$ cat src/rtl/axi_lite_pkg.sv
// Shared AXI4-Lite definitions: response codes, master FSM encoding and default timeout.
package axi_lite_pkg;

  localparam logic [1:0] RESP_OKAY   = 2'b00;
  localparam logic [1:0] RESP_EXOKAY = 2'b01;
  localparam logic [1:0] RESP_SLVERR = 2'b10;
  localparam logic [1:0] RESP_DECERR = 2'b11;

  localparam int unsigned TIMEOUT_CYCLES_DEFAULT = 255;

  typedef enum logic [2:0] {
    ST_IDLE       = 3'd0,
    ST_W_ADDR_DAT = 3'd1,
    ST_W_RESP     = 3'd2,
    ST_R_ADDR     = 3'd3,
    ST_R_DATA     = 3'd4,
    ST_RSP        = 3'd5
  } mst_state_e;

endpackage

$ cat src/rtl/axil_timeout_cnt.sv
// Per-phase wait-cycle counter for the AXI4-Lite master; only built with AXIL_MASTER_TIMEOUT_EN.
`ifdef AXIL_MASTER_TIMEOUT_EN
module axil_timeout_cnt (
  input  logic       ACLK,
  input  logic       ARESETn,
  input  logic       clear,
  input  logic       enable,
  input  logic [7:0] limit,
  output logic       expired
);

  logic [7:0] cnt;

  // Fires during the limit-th enabled cycle so the abort lands on the following edge.
  assign expired = enable && (({1'b0, cnt} + 9'd1) >= {1'b0, limit});

  always_ff @(posedge ACLK or negedge ARESETn) begin
    if (!ARESETn)                cnt <= '0;
    else if (clear)              cnt <= '0;
    else if (enable && !expired) cnt <= cnt + 8'd1;
  end

endmodule
`endif

$ cat src/rtl/axi_lite_master.sv
// Single-outstanding AXI4-Lite initiator driven by a valid/ready command port.
// Optional phase timeout recovery enabled by defining AXIL_MASTER_TIMEOUT_EN.
module axi_lite_master
  import axi_lite_pkg::*;
#(
  parameter int unsigned TIMEOUT_CYCLES = TIMEOUT_CYCLES_DEFAULT
) (
  input  logic        ACLK,
  input  logic        ARESETn,
  input  logic        cmd_valid,
  output logic        cmd_ready,
  input  logic        cmd_write,
  input  logic [31:0] cmd_addr,
  input  logic [31:0] cmd_wdata,
  input  logic [3:0]  cmd_wstrb,
  output logic        rsp_valid,
  input  logic        rsp_ready,
  output logic [31:0] rsp_rdata,
  output logic [1:0]  rsp_resp,
  output logic        rsp_timeout,
  output logic        AWVALID,
  input  logic        AWREADY,
  output logic [31:0] AWADDR,
  output logic [2:0]  AWPROT,
  output logic        WVALID,
  input  logic        WREADY,
  output logic [31:0] WDATA,
  output logic [3:0]  WSTRB,
  input  logic        BVALID,
  output logic        BREADY,
  input  logic [1:0]  BRESP,
  output logic        ARVALID,
  input  logic        ARREADY,
  output logic [31:0] ARADDR,
  output logic [2:0]  ARPROT,
  input  logic        RVALID,
  output logic        RREADY,
  input  logic [31:0] RDATA,
  input  logic [1:0]  RRESP
);

  if (TIMEOUT_CYCLES == 0 || TIMEOUT_CYCLES > 255) begin : g_bad_timeout
    $error("TIMEOUT_CYCLES must be in 1..255");
  end

  mst_state_e  state_q, state_d;
  logic        cmd_ready_d, rsp_valid_d, aw_valid_d, w_valid_d, b_ready_d, ar_valid_d, r_ready_d;
  logic [31:0] rsp_rdata_d, awaddr_d, wdata_d, araddr_d;
  logic [3:0]  wstrb_d;
  logic [1:0]  rsp_resp_d;
  logic        aw_done, w_done;

  assign AWPROT  = '0;
  assign ARPROT  = '0;
  assign aw_done = !AWVALID || AWREADY;
  assign w_done  = !WVALID  || WREADY;

`ifdef AXIL_MASTER_TIMEOUT_EN
  logic to_expired, rsp_timeout_d;

  axil_timeout_cnt u_timeout (
    .ACLK    (ACLK),
    .ARESETn (ARESETn),
    .clear   (state_d != state_q),
    .enable  (state_q inside {ST_W_ADDR_DAT, ST_W_RESP, ST_R_ADDR, ST_R_DATA}),
    .limit   (8'(TIMEOUT_CYCLES)),
    .expired (to_expired)
  );
`else
  assign rsp_timeout = 1'b0;
`endif

  always_comb begin
    state_d     = state_q;
    rsp_valid_d = rsp_valid;
    rsp_rdata_d = rsp_rdata;
    rsp_resp_d  = rsp_resp;
    aw_valid_d  = AWVALID;
    w_valid_d   = WVALID;
    b_ready_d   = BREADY;
    ar_valid_d  = ARVALID;
    r_ready_d   = RREADY;
    awaddr_d    = AWADDR;
    wdata_d     = WDATA;
    wstrb_d     = WSTRB;
    araddr_d    = ARADDR;
`ifdef AXIL_MASTER_TIMEOUT_EN
    rsp_timeout_d = rsp_timeout;
`endif
    unique case (state_q)
      ST_IDLE: if (cmd_valid && cmd_ready) begin
        if (cmd_write) begin
          awaddr_d   = cmd_addr;
          wdata_d    = cmd_wdata;
          wstrb_d    = cmd_wstrb;
          aw_valid_d = 1'b1;
          w_valid_d  = 1'b1;
          state_d    = ST_W_ADDR_DAT;
        end else begin
          araddr_d   = cmd_addr;
          ar_valid_d = 1'b1;
          state_d    = ST_R_ADDR;
        end
      end
      ST_W_ADDR_DAT: begin
        if (AWREADY) aw_valid_d = 1'b0;
        if (WREADY)  w_valid_d  = 1'b0;
        if (aw_done && w_done) begin
          b_ready_d = 1'b1;
          state_d   = ST_W_RESP;
        end
      end
      ST_W_RESP: if (BVALID) begin
        b_ready_d   = 1'b0;
        rsp_valid_d = 1'b1;
        rsp_rdata_d = '0;
        rsp_resp_d  = BRESP;
        state_d     = ST_RSP;
      end
      ST_R_ADDR: if (ARREADY) begin
        ar_valid_d = 1'b0;
        r_ready_d  = 1'b1;
        state_d    = ST_R_DATA;
      end
      ST_R_DATA: if (RVALID) begin
        r_ready_d   = 1'b0;
        rsp_valid_d = 1'b1;
        rsp_rdata_d = RDATA;
        rsp_resp_d  = RRESP;
        state_d     = ST_RSP;
      end
      ST_RSP: if (rsp_ready) begin
        rsp_valid_d = 1'b0;
        state_d     = ST_IDLE;
      end
      default: state_d = ST_IDLE;
    endcase
`ifdef AXIL_MASTER_TIMEOUT_EN
    if (state_d == ST_RSP && state_q != ST_RSP) rsp_timeout_d = 1'b0;
    // A phase that completes on the expiry edge keeps its real result; only a stalled phase aborts.
    if (to_expired && state_d == state_q) begin
      aw_valid_d    = 1'b0;
      w_valid_d     = 1'b0;
      b_ready_d     = 1'b0;
      ar_valid_d    = 1'b0;
      r_ready_d     = 1'b0;
      rsp_valid_d   = 1'b1;
      rsp_rdata_d   = '0;
      rsp_resp_d    = RESP_SLVERR;
      rsp_timeout_d = 1'b1;
      state_d       = ST_RSP;
    end
`endif
    cmd_ready_d = (state_d == ST_IDLE);
  end

  always_ff @(posedge ACLK or negedge ARESETn) begin
    if (!ARESETn) begin
      state_q   <= ST_IDLE;
      cmd_ready <= 1'b0;
      rsp_valid <= 1'b0;
      rsp_rdata <= '0;
      rsp_resp  <= '0;
      AWVALID   <= 1'b0;
      WVALID    <= 1'b0;
      BREADY    <= 1'b0;
      ARVALID   <= 1'b0;
      RREADY    <= 1'b0;
      AWADDR    <= '0;
      WDATA     <= '0;
      WSTRB     <= '0;
      ARADDR    <= '0;
    end else begin
      state_q   <= state_d;
      cmd_ready <= cmd_ready_d;
      rsp_valid <= rsp_valid_d;
      rsp_rdata <= rsp_rdata_d;
      rsp_resp  <= rsp_resp_d;
      AWVALID   <= aw_valid_d;
      WVALID    <= w_valid_d;
      BREADY    <= b_ready_d;
      ARVALID   <= ar_valid_d;
      RREADY    <= r_ready_d;
      AWADDR    <= awaddr_d;
      WDATA     <= wdata_d;
      WSTRB     <= wstrb_d;
      ARADDR    <= araddr_d;
    end
  end

`ifdef AXIL_MASTER_TIMEOUT_EN
  always_ff @(posedge ACLK or negedge ARESETn) begin
    if (!ARESETn) rsp_timeout <= 1'b0;
    else          rsp_timeout <= rsp_timeout_d;
  end
`endif

endmodule

$ cat config.mk
export PLATFORM = sky130hd
export DESIGN_NAME = axi_lite_master
export DESIGN_NICKNAME = d
export VERILOG_FILES = /design/src/rtl/axi_lite_pkg.sv /design/src/rtl/axil_timeout_cnt.sv /design/src/rtl/axi_lite_master.sv
export SDC_FILE = /design/constraint.sdc
export NUM_CORES = 1
export LEC_CHECK = 0
export BUFFER_PORTS_ARGS = -buffer_cell sky130_fd_sc_hd__buf_2
export CORE_AREA = 10 10 134 136
export DETAILED_ROUTE_END_ITERATION = 8
export DIE_AREA = 0 0 144 146
export PLACE_DENSITY_LB_ADDON = 0.15
export RECOVER_POWER = 100
export SLEW_MARGIN = 20
export SYNTH_ARGS = -nofsm -noshare
export SYNTH_HDL_FRONTEND = slang
export SYNTH_HIERARCHICAL = 1
export SYNTH_SLANG_ARGS = --single-unit
export TNS_END_PERCENT = 50
$ cat constraint.sdc
create_clock -name ACLK -period 2.8 [get_ports ACLK]
set_input_delay 0 -clock ACLK [delete_from_list [all_inputs] [get_ports ACLK]]
set_output_delay 0 -clock ACLK [all_outputs]
set_load 0.02 [all_outputs]
==> summary.txt, run 1 <==
Status
  – Status: completed

GRT
  – GR Util met3: 0.0604
  – Global routing's busiest layer: met2
  – Antenna violations before repair: 1
  – Largest net degree at the start of global routing: a little under 70
  – Vias in the first global route: 5084
  – Met2 Usage GRT: 0.278
  – GRT Resource Usage Total: 0.169
  – Global Route met1 Usage: 0.194
  – First-pass GRT wire length: 28.0 mm
  – Total grt overflow: 0

Floorplan
  – I/O pin count: 262
  – Std cell rows: 46
  – Initial core utilization: 0.385
  – Die Ht: about 150 um
  – Die X: 144 um
  – Die area: roughly 21000 um^2
  – Core footprint: 15500 um^2

Layout
  – Multi-input logic area: 1880 um^2
  – Post-route cell area: 8680 um^2
  – Filler cells: 1389
  – Final std cells w/o fill: ~1000
  – Layout net count: 905
  – Seq. cell area: 3600 um^2
  – Syn-to-layout area delta: 45.5%
  – Layout cell share with drive strength beyond 1: 0.195

Critical path
  – CP Max Fanout: 14
  – CP arrival: 2480 ps
  – CP startpoint kind: register
  – Crit. End Element: register
  – Crit path required time: 3080 ps
  – WS Path Type: reg -> reg

Synthesis
  – Syn_area_per_cell: 14.1 um^2
  – Post-Syn Area: around 6000 um^2
  – Yosys reg bits: 144
  – Netlist cell types: 34
  – Post-synthesis async set-or-reset flop share: 1.00
  – Post-synth EDFFs: 0
  – Ys flop type: dfrtp_1
  – Post-synthesis sequential area ratio: 0.604
  – Yosys warning count: 6
  – Post-Syn Instances: 424

Timing
  – RSZ-0062 raised after global routing: no
  – Setup TNS: 0 ps
  – Final min period: 2200 ps
  – Rel. slew slack: 0.0296
  – Final-report hold violation count: 0
  – Least-Margin Pin Slew: ~1500 ps
  – Max Freq: around 0.45 GHz
  – Setup violators final: 0
  – Final Cycle Share: 0.786
  – Final slew viol count: 0
  – Clk_skew: 7.85 ps

Min path
  – Min-delay worst type: in -> reg

Placed design
  – RePlAce Congestion: 0.826
  – Placed Cells incl. Taps: 853
  – Dpl hpwl: roughly 13 mm
  – Number of port buffers: between 200 and 300
  – Placed instance area: 7390 um^2

Pwr
  – Pwr dens: 1140 nW/um^2
  – Leak: slightly below 4 nW
  – Worst vdd ir: 557 uV

Clock network
  – Clk slew on worst S/H paths: about 60 ps
  – Htree depth: 4
  – Cts repair resizes: 0
  – CTS tree: done
  – CTS Sinks: 144
  – Longest Clk Path Bufs: 2
  – TritonCTS buffer count: 17
  – Post-CTS Setup Inserts: 0
  – Worst-skew pair later-pin latency: 410 ps
  – CTS Root Cell: clkbuf_16

Run
  – Max Cap Viol: 0

Drt
  – Final ANT Viol Nets: 0
  – Via count: around 4600
  – Average wire per standard cell: 17.7 um
  – Router iterations before antenna repair: 6
  – DRT Wirelength: 17.7 mm
  – Via density: 4.59
  – DRC: 0
  – First DRT Iteration DRCs: 185
-- critical path: stages, from the launching register on --
cell and delay [ps]:
dfrtp_1 460, inv_1 160, nor3_4 580, mux2i_1 250, dlygate4sd3_1 560, o21ai_1 60
-- cell type report --
cell class              instances  area share
flip-flops and latches        144       0.415
repair buffers                373       0.265
multi-input cells             247       0.216
clock buffers                  23      0.0550
well taps                     192      0.0277
clock inverters                 9      0.0177
inverters                       8     0.00346
diodes                          1    0.000288
-- stage by stage --
step	setup WS, ps	power, mW	hold slack, ps	utilization
after floorplan	1190	6.48	-296	-
after global routing	274	10.5	28.4	0.561
final	600	9.86	8.60	0.561
after CTS	659	10.7	12.8	0.590
after detailed placement	767	8.10	13.2	0.478
after global placement	833	7.99	0.0901	0.478
-- layout by cell type, fill, tap and decap left out, drive strengths merged, types with 3 or more instances in the layout --
cell / synthesis / final
inv: 8 / 9
conb: 1 / 7
bufinv: 0 / 4
mux2i: 3 / 3
dlygate4sd3: 0 / 111
buf: 27 / 117
clkbuf: 4 / 168
dfrtp: 144 / 144
nor2b: 4 / 4
nand2: 73 / 73
mux2: 100 / 100
o21ai: 38 / 38
-- synth_stat cells, types with 4 or more instances --
cell type	count	area, um^2
inv_1	7	26.3
mux2_1	32	360
buf_4	9	67.6
nand2_1	73	274
o21ai_1	31	155
nor2b_1	4	25.0
buf_6	12	135
buf_2	5	25.0
o21ai_0	7	35.0
dfrtp_1	144	3600
mux2_4	68	1020
clkbuf_1	4	15.0
-- logic make-up (layout without fill, tap and decap cells) --
group | Yosys count | count (layout) | synth area share
buffers and inverters | 39 | 413 | 0.0463
AO/OA/AOI/OAI | 52 | 52 | 0.0516
multiplexers | 103 | 103 | 0.237
other | 1 | 8 | 0.000628
flip-flops | 144 | 144 | 0.604
AND/OR/NAND/NOR | 85 | 85 | 0.0610
-- worst paths after layout --
check                                   from       endpoint  slack (ps)  cells past startpoint
min in group asynchronous            ARESETn     ARADDR[19]         480                      2
worst min-delay path               cmd_valid     state_q[0]           9                      3
worst max register to register    state_q[2]    rsp_resp[0]         600                      5
worst max-delay path              state_q[2]    rsp_resp[0]         600                      5
max in group asynchronous            ARESETn  rsp_rdata[15]         650                      3
worst min register to register  rsp_rdata[2]   rsp_rdata[2]         480                      2
-- state kept, by name (all words and copies together), names as in the netlist --
signal,flops
rsp_valid,1
WSTRB,4
WVALID,1
ARADDR,32
AWADDR,32
WDATA,32
AWVALID,1
state_q,3
RREADY,1
rsp_rdata,32
BREADY,1
rsp_resp,2
ARVALID,1
cmd_ready,1
-- where the power goes --
group,switching [mW],leakage [nW],total [mW],internal (mW)
sequential,0.614,1.79,3.70,3.09
combinational,2.53,1.85,3.75,1.23
clock,0.841,0.304,2.40,1.56
-- routing by layer --
layer	vias up	share of wire
met4	0	0.025
li1	2172	-
met5	-	0
met2	175	0.49
met3	30	0.069
met1	2196	0.41
-- what timing repair did --
item                                    in CTS  in global routing
hold buffers                               111                  0
endpoints found under the setup margin       0                  0
endpoints found under the hold margin      199                  0
Note: power is estimated with default switching activity, not from simulation.
==> run 2: changes to the inputs <==
==> constraint.sdc (replaced) <==
create_clock -name ACLK -period 1.9 [get_ports ACLK]
set_input_delay 0 -clock ACLK [delete_from_list [all_inputs] [get_ports ACLK]]
set_output_delay 0 -clock ACLK [all_outputs]
set_load 0.02 [all_outputs]
==> run 2 against run 1 <==
Flip-flop and latch count unchanged. Total power increased by 43%. Non-clock buffer count increased by 8. Global-route usage about the same. Final area about the same. Critical path depth unchanged. Final cell count increased by 0.40%.
==> summary.txt, run 2 (synthesis results as in run 1) <==
Status
  – Status: completed

Drt
  – First DRT Iteration DRCs: 138
  – Average wire per standard cell: 17.5 um
  – DRT Wirelength: 17.5 mm
  – Router iterations before antenna repair: 4
  – DRC: 0
  – Via density: 4.57
  – Final ANT Viol Nets: 0
  – Via count: approximately 4600

Clock network
  – Post-CTS Setup Inserts: 0
  – Worst-skew pair later-pin latency: 400 ps
  – Clk slew on worst S/H paths: about 50 ps
  – Htree depth: 4
  – Cts repair resizes: 0
  – TritonCTS buffer count: 17
  – CTS Sinks: 144
  – CTS Root Cell: clkbuf_16
  – Longest Clk Path Bufs: 2
  – CTS tree: done

Timing
  – Final slew viol count: 0
  – Worst Setup Slack, final: around 110 ps
  – Max Freq: 0.559 GHz
  – Final-report hold violation count: 0
  – Setup violators final: 0
  – Clk_skew: 4.55 ps
  – Setup TNS: 0 ps
  – RSZ-0062 raised after global routing: no
  – Final Cycle Share: 0.941
  – Rel. slew slack: 0.0813
  – Hold WS: 22.8 ps
  – Final min period: 1790 ps
  – Least-Margin Pin Slew: 1380 ps

Min path
  – Min-delay worst type: in -> reg
  – Hold depth: 3
  – Hold path startpoint: cmd_valid
  – Hold EP: state_q[0]

Layout
  – Layout cell share with drive strength beyond 1: 0.216
  – Commonest cells after routing, fill and taps aside: dfrtp_1, clkbuf_1, buf_2
  – Fin util: 0.561
  – Final std cells w/o fill: 1001
  – Layout net count: 913
  – Multi-input logic area: between 1500 and 2000 um^2
  – Diode count: 0
  – Seq. cell area: 3600 um^2
  – Post-route cell area: 8690 um^2
  – Syn-to-layout area delta: 45.7%
  – Filler cells: 1398

GRT
  – Total grt overflow: 0
  – Antenna violations before repair: 0
  – Largest net degree at the start of global routing: about 70
  – First-pass GRT wire length: roughly 28 mm
  – GRT Resource Usage Total: 0.169
  – Vias in the first global route: 5161

Placed design
  – RePlAce Congestion: 0.818
  – Dpl hpwl: 12.9 mm
  – Number of port buffers: roughly 250
  – Post-place setup slack: about 130 ps
  – Placed instance area: 7470 um^2
  – Placed Cells incl. Taps: between 800 and 900

Floorplan
  – Die X: 144 um
  – Initial core utilization: 0.385
  – Core footprint: 15500 um^2
  – Die Ht: 146 um
  – I/O pin count: roughly 260
  – Die area: approximately 21000 um^2
  – Std cell rows: 46

Pwr
  – Total Power: 14.1 mW
  – Worst vdd ir: 728 uV
  – Register share of total power: 0.384
  – Sw power: 5.78 mW
  – Leak: 3.99 nW
  – Comb pwr share: 0.407
  – Pwr dens: about 1600 nW/um^2
  – Sw frac: 0.411
  – Cell internal pwr: just over 8 mW
  – Clock Power Share: 0.209

Critical path
  – Register-to-Register Path Depth: 5
  – CP Max Fanout: 10
  – Critical-path cell list: nor2_4 -> nand4_1 -> or2_4 -> clkbuf_4 -> mux2_1
  – Crit path required time: about 2200 ps
  – Cell family with most CP delay: simple AND/OR/NAND/NOR gates
  – CP arrival: 2070 ps
  – Reg2reg start: state_q[2]
  – R2r endpoint: WDATA[30]
  – WP buf/inv: 1
  – Worst path max stage delay: 460 ps
  – Critical Path Slowest Stage Cell: dfrtp_1
  – CP startpoint kind: register
  – Reg-to-reg setup timing slack: 110 ps
  – Crit. End Element: register
  – WS Path Type: reg -> reg

Run
  – Max Cap Viol: 0
[run 2: changes by cell type in the layout (fill, tap and decap cells not counted), sizes merged]
cell    delta
buf        +8
bufinv     -4
clkinv     +2
diode      -1
inv        -1
[run 2: worst max path at each step]
stage	from	to	depth (start not counted)
floorplan	state_q[1]	AWADDR[0]	7
global placement	state_q[2]	WDATA[2]	5
detailed placement	state_q[2]	WDATA[9]	5
CTS	state_q[2]	WDATA[9]	5
global route	ARESETn	WDATA[18]	3
finish	state_q[2]	WDATA[30]	5
[run 2: power groups by stage]
stage          clock network [mW]  registers [mW]  logic [mW]
3_5_place_dp                    0            5.41        6.64
6_report                     2.93            5.41        5.73
5_1_grt                      3.19            5.61        6.22
4_1_cts                      3.05            5.39        6.85
2_1_floorplan                   0            7.15        2.41
3_3_place_gp                    0            5.38        6.51
[run 2: repair_timing]
| item | 4_1_cts | 5_1_grt |
|---|---|---|
| hold buffers | 111 | 0 |
| endpoints found under the hold margin | 225 | 0 |
| setup endpoints to repair | 0 | 0 |
[run 2: layer usage]
metal | GRT usage | up-vias | share of wire
li1 | - | 2180 | -
met1 | 0.198 | 2219 | 0.40
met2 | 0.284 | 170 | 0.50
met3 | 0.0643 | 10 | 0.088
met4 | 0.0393 | 0 | 0.0078
met5 | 0 | - | 0
[run 2: cell type report]
class	count	share of cell area
Timing Repair Buffer	381	0.273
Tap cell	192	0.0276
Sequential cell	144	0.415
Inverter	8	0.00345
Clock buffer	23	0.0561
Multi-Input combinational cell	247	0.221
Clock inverter	6	0.00403
[run 2: tightest hold or removal path, cell delays in order]
cell and delay (ps):
buf_2 90, nand4_1 120, o2111ai_1 160
